--- config.mk ---
export PLATFORM = sky130hd
export DESIGN_NAME = lm_sm_sequencer
export DESIGN_NICKNAME = d
export VERILOG_FILES = /design/src/rtl/lm_sm_sequencer.sv
export SDC_FILE = /design/constraint.sdc
export NUM_CORES = 1
export LEC_CHECK = 0
export CORE_MARGIN = 2
export CORE_UTILIZATION = 47
export DETAILED_ROUTE_END_ITERATION = 12
export PLACE_DENSITY = 0.8
export SLEW_MARGIN = 20
export SYNTH_ARGS = -nofsm -noshare
export SYNTH_HDL_FRONTEND = slang
export SYNTH_SLANG_ARGS = --single-unit
--- constraint.sdc ---
create_clock -name clk -period 1.9 [get_ports clk]
set_input_delay 0.38 -clock clk [delete_from_list [all_inputs] [get_ports clk]]
set_output_delay 0.38 -clock clk [all_outputs]
set_load 0.01 [all_outputs]
--- src/rtl/lm_sm_sequencer.sv ---
// LM/SM register-list sequencer: walks the set bits of an 8-bit register mask
// lowest-first, issuing one register index and incrementing address per cycle.
module lm_sm_sequencer #(
   parameter int AW   = 16,
   parameter int NREG = 8,
   localparam int IW  = (NREG > 1) ? $clog2(NREG) : 1
) (
   input  logic          clk,
   input  logic          rst_n,
   input  logic          start,
   input  logic [NREG-1:0] reg_list,
   input  logic [AW-1:0] base_addr,
   input  logic          adv,
   input  logic          flush,
   output logic          valid,
   output logic [IW-1:0] reg_idx,
   output logic [AW-1:0] mem_addr,
   output logic          vbit,
   output logic          busy,
   output logic          done
);

   typedef enum logic {
      IDLE = 1'b0,
      RUN  = 1'b1
   } state_t;

   state_t          state;
   logic [NREG-1:0] mask;
   logic [AW-1:0]   addr;
   logic            done_r;

   logic [IW-1:0]   low_idx;
   logic [NREG-1:0] rest;
   logic            run;

   // Handshake: a transfer is offered while valid=1 and is consumed on a rising
   // edge where adv=1; with adv=0 the offered transfer is held unchanged.
   always_comb begin
      low_idx = '0;
      for (int i = NREG - 1; i >= 0; i--) begin
         if (mask[i]) low_idx = IW'(i);
      end
   end

   // Clearing the lowest set bit leaves exactly the transfers still to come.
   assign rest = mask & (mask - NREG'(1));
   assign run  = (state == RUN);

   assign valid    = run;
   assign reg_idx  = run ? low_idx : '0;
   assign mem_addr = run ? addr : '0;
   assign vbit     = run && (rest != '0);
   assign busy     = run;
   assign done     = done_r;

   always_ff @(posedge clk or negedge rst_n) begin
      if (!rst_n) begin
         state  <= IDLE;
         mask   <= '0;
         addr   <= '0;
         done_r <= 1'b0;
      end else begin
         done_r <= 1'b0;
         if (flush) begin
            state <= IDLE;
            mask  <= '0;
         end else begin
            case (state)
               IDLE: begin
                  if (start) begin
                     if (reg_list != '0) begin
                        mask  <= reg_list;
                        addr  <= base_addr;
                        state <= RUN;
                     end else begin
                        done_r <= 1'b1;
                     end
                  end
               end
               RUN: begin
                  if (adv) begin
                     mask <= rest;
                     addr <= addr + AW'(1);
                     if (rest == '0) begin
                        state  <= IDLE;
                        done_r <= 1'b1;
                     end
                  end
               end
               default: state <= IDLE;
            endcase
         end
      end
   end

endmodule

* After elaboration in Yosys (flattened, before gate mapping)
Index checks and enable logic that the tools add are counted.
** Operators by class
- Add/sub/neg operators :: 2
- Multipliers :: 0
- Div/mod/pow operators :: 0
- Order comparisons :: 0
- Equality and inequality tests :: 6
- Shift-type cells :: 0
- Mux-type cells :: 31
- Bitwise operators :: 3
- Reduce and logical (&&, ||, !) cells :: 6
** Operators by type and width (number)
- $mux W16 :: 4
- $mux W8 :: 4
- $pmux W16 S2 :: 1
- $mux W3 :: 9
- $add A16 B1 Y16 const B :: 1
- $pmux W8 S2 :: 1
- $reduce_bool A8 Y1 :: 2
- $mux W1 :: 10
- $ne A3 B3 Y1 const B :: 3
- $and A8 B8 Y8 :: 1
- $logic_not A8 Y1 :: 1
- $sub A8 B1 Y8 const B :: 1
- $ne A2 B2 Y1 const B :: 3
- $pmux W1 S2 :: 2
- $reduce_and A4 Y1 :: 1
- $reduce_and A3 Y1 :: 1
- $not A1 Y1 :: 2
- $logic_and A1 B1 Y1 :: 1
** Word-level totals
- Register bits after elaboration :: 26
- Bits in latches :: 0
- Memory bits (writable) :: 0
- Bits in read-only memories :: 0
- Bits of input ports :: 29
- Output and inout bits :: 23
- Logic and storage cells :: 52
- Memories :: 0

* Logic depth before layout (Yosys ltp)
Gate-level depths: netlist of run 1.
- Word-level depth :: 9
- Depth in mapped cells :: 7
- Gate-level depth less buffers :: 6

* Least setup slack after synthesis of run 1
OpenSTA, ideal clock, no wires.
- Kind :: register -> output
- From :: register state (netlist: busy)
- To :: output reg_idx[2]
- Data arrival time :: 1.645 ns
- Data required time :: 1.520 ns
- Slack :: -0.125 ns
- Stages on the path, launching flop included :: 6
- Buffers on the path :: 3
- Path through :: dfrtp_1 buf_2 clkbuf_1 clkbuf_1 nand2_1 nor4_1
** On the way
- Longest elaborated chain between the ends :: 1
** RTL lines
- start: declaration :: line 28 : state_t state;
- start signal: assignment :: line 59 : state <= IDLE;
- start signal: assignment :: line 66 : state <= IDLE;
- start signal: assignment :: line 75 : state <= RUN;
- $mux W3 :: line 51 : assign reg_idx = run ? low_idx : '0;
- end: declaration :: line 16 : output logic [IW-1:0] reg_idx,
Every way passes these cells.

* Final worst setup path of run 1
- From :: register mask[6]
- To :: output vbit
** On the way
- Longest elaborated chain between the ends :: 4
** RTL lines
- start: declaration :: line 29 : logic [NREG-1:0] mask;
- start signal: assignment :: line 73 : mask <= reg_list;
- start signal: assignment :: line 83 : mask <= rest;
- $sub A8 B1 Y8 :: line 47 : assign rest = mask & (mask - NREG'(1));
- $and A8 B8 Y8 * :: line 47
- $reduce_bool A8 Y1 * :: line 53 : assign vbit = run && (rest != '0);
- $logic_and A1 B1 Y1 * :: line 53
- end: declaration :: line 18 : output logic vbit,
Every way passes the cells marked *; elsewhere a longest branch is shown, timed or not.

==> metrics, run 1 <==
crit-path cells buf_4 -> a2111oi_4 -> nor3b_4 -> and2_1 -> buf_2; register area share after synthesis about 37%; Buf/Inv on CP 2; mux cell area share after synthesis about 2.3%; main combinational cell family by area after synthesis compound AO/OA/AOI/OAI gates; final setup fails 1; Vias 1,924; switching pwr just over 700 uW; hold path cells 3; dominant synthesized flop cell dfrtp_1; number of synthesized flops with an enable pin 0; synth warn 0; Post-Route Skew 0.912 ps; failing checks setup timing; DRC viols 0; synthesis-stage register bit count 26; final hold violation count 0; Max VDD drop 0.462 mV; FF-to-FF path depth 6; Post-Syn Instances 215; TritonCTS Sinks 26; htree depth 1; Post-Synth XOR/XNOR Area 0%; CTS tree yes; cell area after layout 2800 um2; WP data arrival 1650 ps; Post-Synth Simple-Gate Area 23.8%; Ant. Diodes 0; Port Buf Inserts 51; nets between 300 and 400; worst-skew pair later-pin latency 270 ps; Detailed Route Iter0 Violations 149; Die W 65.3 um; total CTS buffers 3; largest net degree at the start of global routing 27; path type of the worst min-delay path in2reg; status finished, violations left; Setup WS post-layout -126 ps; # rows 22; sequential power share 41.0%; via/cell ratio 5.63; Synth Area per Inst 8.21 um2; WL final around 5200 um; ys async rst share 100%; adder-cell share of the synthesized area less than 1%; hold buffer count at CTS 0; Pins Over Slew Limit 0; RSZ-0062 raised after global routing yes; Rel. slew slack 73.1%; required time worst endpoint between 1500 and 2000 ps; Post-Syn Area between 1500 and 2000 um2; Tcrit/Tclk final 107%; CP Capture Type output port; WL/cell 15.3 um; 1st-pass router iterations 4; DIE AREA 4260 um2; initial antenna violation count 0; starting density of the core about half; Max-cap violations 0; Root Buffer clkbuf_8; clock power share 18.1%; placed cell area roughly 2500 um2; Max Freq 494 MHz; dpl cells 331; syn_nets about 250; vias in the first global route roughly 1,700; chip height 65.3 um; CP Launch Type flip-flop; Pleak 0.00133 uW; clock-pin slew on the worst setup and hold paths 90 ps; Crit Path Class reg2out; switching share of total power between 30% and 40%; Core ar. 3630 um2; first-pass GRT wire length 8270 um; share of cells above drive strength 1 26.9%; aggregate global routing overflow 0; non-filler cells, final 342; slowest CP cell dfrtp_2; Comb pwr share 40.8%; Final Wtd Congestion 0.884; Antenna Nets Post-Route 0; critical path depth 5; post-route minimum period 2030 ps; Power Density 719 nW/um2; CP max FO 3; HPWL after DPL 3440 um; Layout Area Growth over Synthesis 58.9%; CP peak stage delay 450 ps; Synth Area in Compound Gates 29.1%; Slew @ Worst Pin 399 ps; num ports 52; GRT Overall Usage between 20% and 30%; delay-heaviest family, CP flip-flops; clock buffer depth 2; internal power 1300 uW; post-synth cell types between 40 and 50
## placed cells by master (no fill, tap or decap), types with 4 or more instances in the layout
cell,netlist,final
o21ai_1,13,14
dlymetal6s2s_1,0,10
o31ai_1,4,4
nand2_1,17,16
nor3_1,8,6
buf_4,2,33
nor2_1,17,15
dlygate4sd2_1,0,12
clkdlybuf4s50_1,0,25
a22o_1,7,7
clkbuf_8,0,4
nand3_1,6,6
o21ai_2,7,7
and2_1,14,14
inv_1,12,11
dfrtp_1,26,23
a21oi_1,13,13
## flip-flops by register name (all words and copies together), names as in the netlist
register  count
addr         16
mask          8
busy          1
done          1
## through the flow
| stage | total power (uW) | setup WS, ps | TNS [ps] | hold WS (ps) | utilization [%] |
|---|---|---|---|---|---|
| final | 2020 | -126 | -126 | 388 | 77.1 |
| after global routing | 2150 | -183 | -343 | 390 | 77.1 |
| after CTS | 1970 | -99.2 | -99.2 | 475 | 74.8 |
| after detailed placement | 1560 | -377 | -6420 | 463 | 69.7 |
| after global placement | 1540 | -363 | -6010 | 457 | 69.7 |
| after floorplan | 1210 | 56.9 | 0 | 84.4 | - |
## path summary, 6_finish.rpt
kind	from	end	slack (ps)
setup / recovery	mask[6]	vbit	-130
hold / removal	reg_list[0]	mask[0]	390
setup reg to reg	addr[0]	addr[10]	80
hold reg to reg	addr[15]	addr[15]	470
max in group asynchronous	rst_n	mask[7]	1140
min in group asynchronous	rst_n	addr[13]	480
## area by class of cell
type	count	area, um2
sequential	26	654
tap	48	60.1
multi-input combinational	161	1110
inverter	12	45.0
clock buffer	4	55.1
fill	261	831
timing repair buffer	91	875
## per-layer routing
layer / share of wire [%] / global-route usage (%) / vias up / wire length (um)
met5: 0 / 0 / - / 0
met4: 0.55 / 6.51 / 0 / 29
met3: 5.5 / 1.88 / 2 / 287
met2: 49 / 40.3 / 58 / 2560
met1: 45 / 36.0 / 918 / 2370
li1: - / - / 946 / -
## power groups by stage
stage	registers (uW)	logic, uW	clock network [uW]
finish	827	823	366
global route	851	903	396
CTS	826	777	369
detailed placement	828	729	0
global placement	823	713	0
floorplan	799	412	0
## cells in the mapped netlist (2+ instances only)
cell       number  area share [%]
and3_1          2            0.71
o21ai_0         3            0.85
a21oi_1        13             3.7
buf_4           2            0.85
inv_1          12             2.6
o22a_1          2            0.99
a221o_1         2             1.1
nor2b_1         2            0.71
buf_2           4             1.1
a22o_1          7             3.5
or3_1           4             1.4
o21a_1          2            0.85
mux2i_1         3             1.7
o31ai_1         4             1.7
nor2_1         17             3.6
nand4_1         2            0.71
a211oi_1        2            0.85
o21bai_1        2            0.85
nand2_1        17             3.6
clkbuf_1        9             1.9
dfrtp_1        26              37
and2_1         14             5.0
nor4_1          6             2.1
o2bb2ai_1       2            0.99
nand3_1         6             1.7
o21ai_1        13             3.7
o21ai_2         7             3.5
a22oi_1         3             1.3
nor3_1          8             2.3
a2111oi_0       2            0.99
## worst reg2reg max path: stages (launching register included)
cell     delay, ps
dfrtp_1        400
ha_1           220
nand3_1         80
or3_1          480
o21ai_1        190
o41ai_1         90
a221o_1        250
## logic make-up after synthesis
| group | Yosys count |
|---|---|
| AND/OR/NAND/NOR | 83 |
| AO/OA/AOI/OAI | 73 |
| flip-flops | 26 |
| buffers and inverters | 28 |
| adder cells (fa/ha/maj) | 1 |
| multiplexers | 4 |
## repair_timing
action                                  CTS  global route
hold endpoints to repair                  0             0
pin swaps                                 8             8
gates resized for setup                  49            21
cloned                                    1             0
endpoints found under the setup margin   29            23
buffers inserted                          2             4
Power figures use the tool's default switching activity.
==> run 2: changes to the inputs <==
ABC_AREA = 1   (was unset)
CORE_UTILIZATION = 48   (was 47)
==> metrics, run 2 <==
dpl cells 401 (+21%); Buf/Inv on CP 2 (unchanged); placed cell area 2480 um2 (-2.3%); Post-Synth Simple-Gate Area 38.8% (+15 points); # rows 22 (unchanged); Slew @ Worst Pin 339 ps (-60.5 ps); delay-heaviest family, CP simple AND/OR/NAND/NOR gates; register area share after synthesis 35.1% (-1.8 points); Pleak 0.00157 uW (+18%); main combinational cell family by area after synthesis simple AND/OR/NAND/NOR gates; via/cell ratio 5.10 (-9.4%); biggest regs addr (16), mask (8); most frequent cell after synthesis nand2_1; Synth Area in Compound Gates 13.2% (-16 points); Vias 2,121 (+10%); DIE AREA 4370 um2 (+2.7%); slowest CP cell dfrtp_1; Post-Synth XOR/XNOR Area 0% (unchanged); Reg with most FFs addr; Post-Syn Instances 299 (+39%); htree depth 1 (unchanged); Final Util 73.2% (-3.9 points); FF-to-FF path depth 10 (+4); Ant. Diodes 0 (unchanged); FF-to-FF setup slack 100 ps (+20 ps); dominant synthesized flop cell dfrtp_1; required time worst endpoint 1520 ps (about the same); Largest register FFs 16 (unchanged); mux cell area share after synthesis 1.08% (-1.3 points); status complete, no violations; RSZ-0062 raised after global routing yes; chip height 66.1 um (+1.3%); Die W 66.1 um (+1.3%); Synth area leaders dfrtp_1 (35%), nand2_1 (23%), o21ai_0 (8.4%); Layout Area Growth over Synthesis 45.7%; Pins Over Slew Limit 0 (unchanged); WL/cell 12.1 um (-21%); Final Wtd Congestion 0.854 (-3.4%); CP max FO 4 (+1); crit-path cells nor2_2 -> buf_6 -> nor2_1 -> nor2_1 -> nand3_1 -> nor2_2 -> a21oi_2 -> clkbuf_2; reg2reg end addr[10]; Final TNS setup 0 ps (+126 ps); syn_nets 329 (+34%); Max Freq 528 MHz (+7.1%); Rel. slew slack 77.4% (+4.3 points); Post-Route Skew 2.77 ps (+1.85 ps); Port Buf Inserts 51 (unchanged); post-route minimum period 1890 ps (-134 ps); Root Buffer clkbuf_8; number of synthesized flops with an enable pin 0 (unchanged); GRT Overall Usage 24.7% (-0.23 points); final hold violation count 0 (unchanged); aggregate global routing overflow 0 (unchanged); vias in the first global route 1,933 (+11%); Power Density 693 nW/um2 (-3.7%); share of cells above drive strength 1 13.9% (-13 points); initial antenna violation count 0 (unchanged); path type of the worst min-delay path in2async; Detailed Route Iter0 Violations 187 (+26%); WL final 5040 um (-3.7%); num ports 52 (unchanged); total CTS buffers 3 (unchanged); Core ar. 3690 um2 (+1.5%); commonest non-fill, non-tap cell in the layout nand2_1; Tcrit/Tclk final 99.6% (-7.0 points); most frequent cells in the layout nand2_1 (109), inv_1 (34), clkdlybuf4s50_1 (31); post-synth cell types 25 (-47%); Max VDD drop 0.458 mV (-0.92%); adder-cell share of the synthesized area 0.675% (-0.034 points); starting density of the core 50.2% (+1.7 points); DRC viols 0 (unchanged); largest net degree at the start of global routing 27 (unchanged); Max-cap violations 0 (unchanged); clock-pin slew on the worst setup and hold paths 90 ps (about the same); ys async rst share 100% (unchanged); synthesis-stage register bit count 26 (unchanged); final setup fails 0 (-1); non-filler cells, final 416 (+22%); 1st-pass router iterations 4 (unchanged); HPWL after DPL 3400 um (-0.95%); Antenna Nets Post-Route 0 (unchanged); CTS tree yes; cell area after layout 2700 um2 (-3.7%); CP Capture Type output port; post-synth top area share 35.1% (-1.8 points); TritonCTS Sinks 26 (unchanged); Crit Path Class reg2out; clock buffer depth 2 (unchanged); WP data arrival 1510 ps (-140 ps); Post-Syn Area 1850 um2 (+5.0%); worst-skew pair later-pin latency 280 ps (about the same); CP peak stage delay 400 ps (-50 ps); CP Launch Type flip-flop; Synth area leader dfrtp_1; Synth Area per Inst 6.20 um2 (-24%); reg2reg start busy; Synth top cells by count nand2_1 (112), inv_1 (35), o21ai_0 (31); nets 399 (+23%); first-pass GRT wire length 8450 um (+2.3%); synth warn 0 (unchanged)
==> run 2: changes by cell type in the layout (fill, tap and decap cells not counted), moves of 4 or more <==
| cell | change |
|---|---|
| o21ai_2 | -6 |
| dlygate4sd2_1 | -4 |
| a22o_1 | -7 |
| nand3_1 | +18 |
| clkdlybuf4s50_1 | +6 |
| o21ai_0 | +23 |
| nor2_1 | +7 |
| buf_4 | -16 |
| o21ai_1 | -8 |
| inv_1 | +23 |
| and2_1 | -14 |
| nand2_1 | +93 |
==> run 2: area by class of cell <==
class                      instances  area (um2)
clock buffer                       4        55.1
fill                             322         988
inverter                          38         148
multi-input combinational        224        1030
sequential                        26         652
tap                               48        60.1
timing repair buffer              75         746
timing repair inverter             1        5.00
==> run 2: what timing repair did <==
item                                   4_1_cts  5_1_grt
gates cloned                                 2        1
hold buffers                                 0        0
pin swaps                                    0        7
setup endpoints to repair                   20       31
setup buffers                                4        4
endpoints found under the hold margin        0        0
gates resized for setup                     18       35
==> run 2: logic make-up after synthesis <==
group / count (synthesis)
simple gates: 174
buf+inv: 49
compound gates: 47
flops: 26
mux: 2
fa+ha+maj: 1
==> run 2: routing by layer <==
metal  up-vias  track usage [%]  share of wire [%]
met5         -                0                  0
met4         0             7.65                1.4
met3         7             2.21                6.0
met2        76             40.5                 46
met1       956             34.3                 46
li1       1082                -                  -
==> run 2: worst max-delay path by stage <==
stage                       start         end  slack [ps]  cells after the start
after floorplan              busy  reg_idx[1]         280                      5
after global placement    mask[3]        vbit          -5                      7
after detailed placement  mask[3]        vbit         -70                      7
after CTS                 mask[0]        vbit        -110                      8
after global routing      mask[1]        vbit         -80                      8
final                     mask[1]        vbit           8                      8
==> run 2: metrics by stage <==
stage | hold slack (ps) | setup slack, ps | power (uW)
after global routing | 506 | -77.7 | 2000
after global placement | 487 | -5.38 | 1410
after detailed placement | 493 | -74.2 | 1430
final | 458 | 7.66 | 1870
after CTS | 481 | -113 | 1820
after floorplan | 84.4 | 284 | 1130
==> run 2: where the power goes <==
part	switching [uW]	internal [uW]
Clock	189	186
Combinational	380	350
Sequential	114	650
Total	684	1190
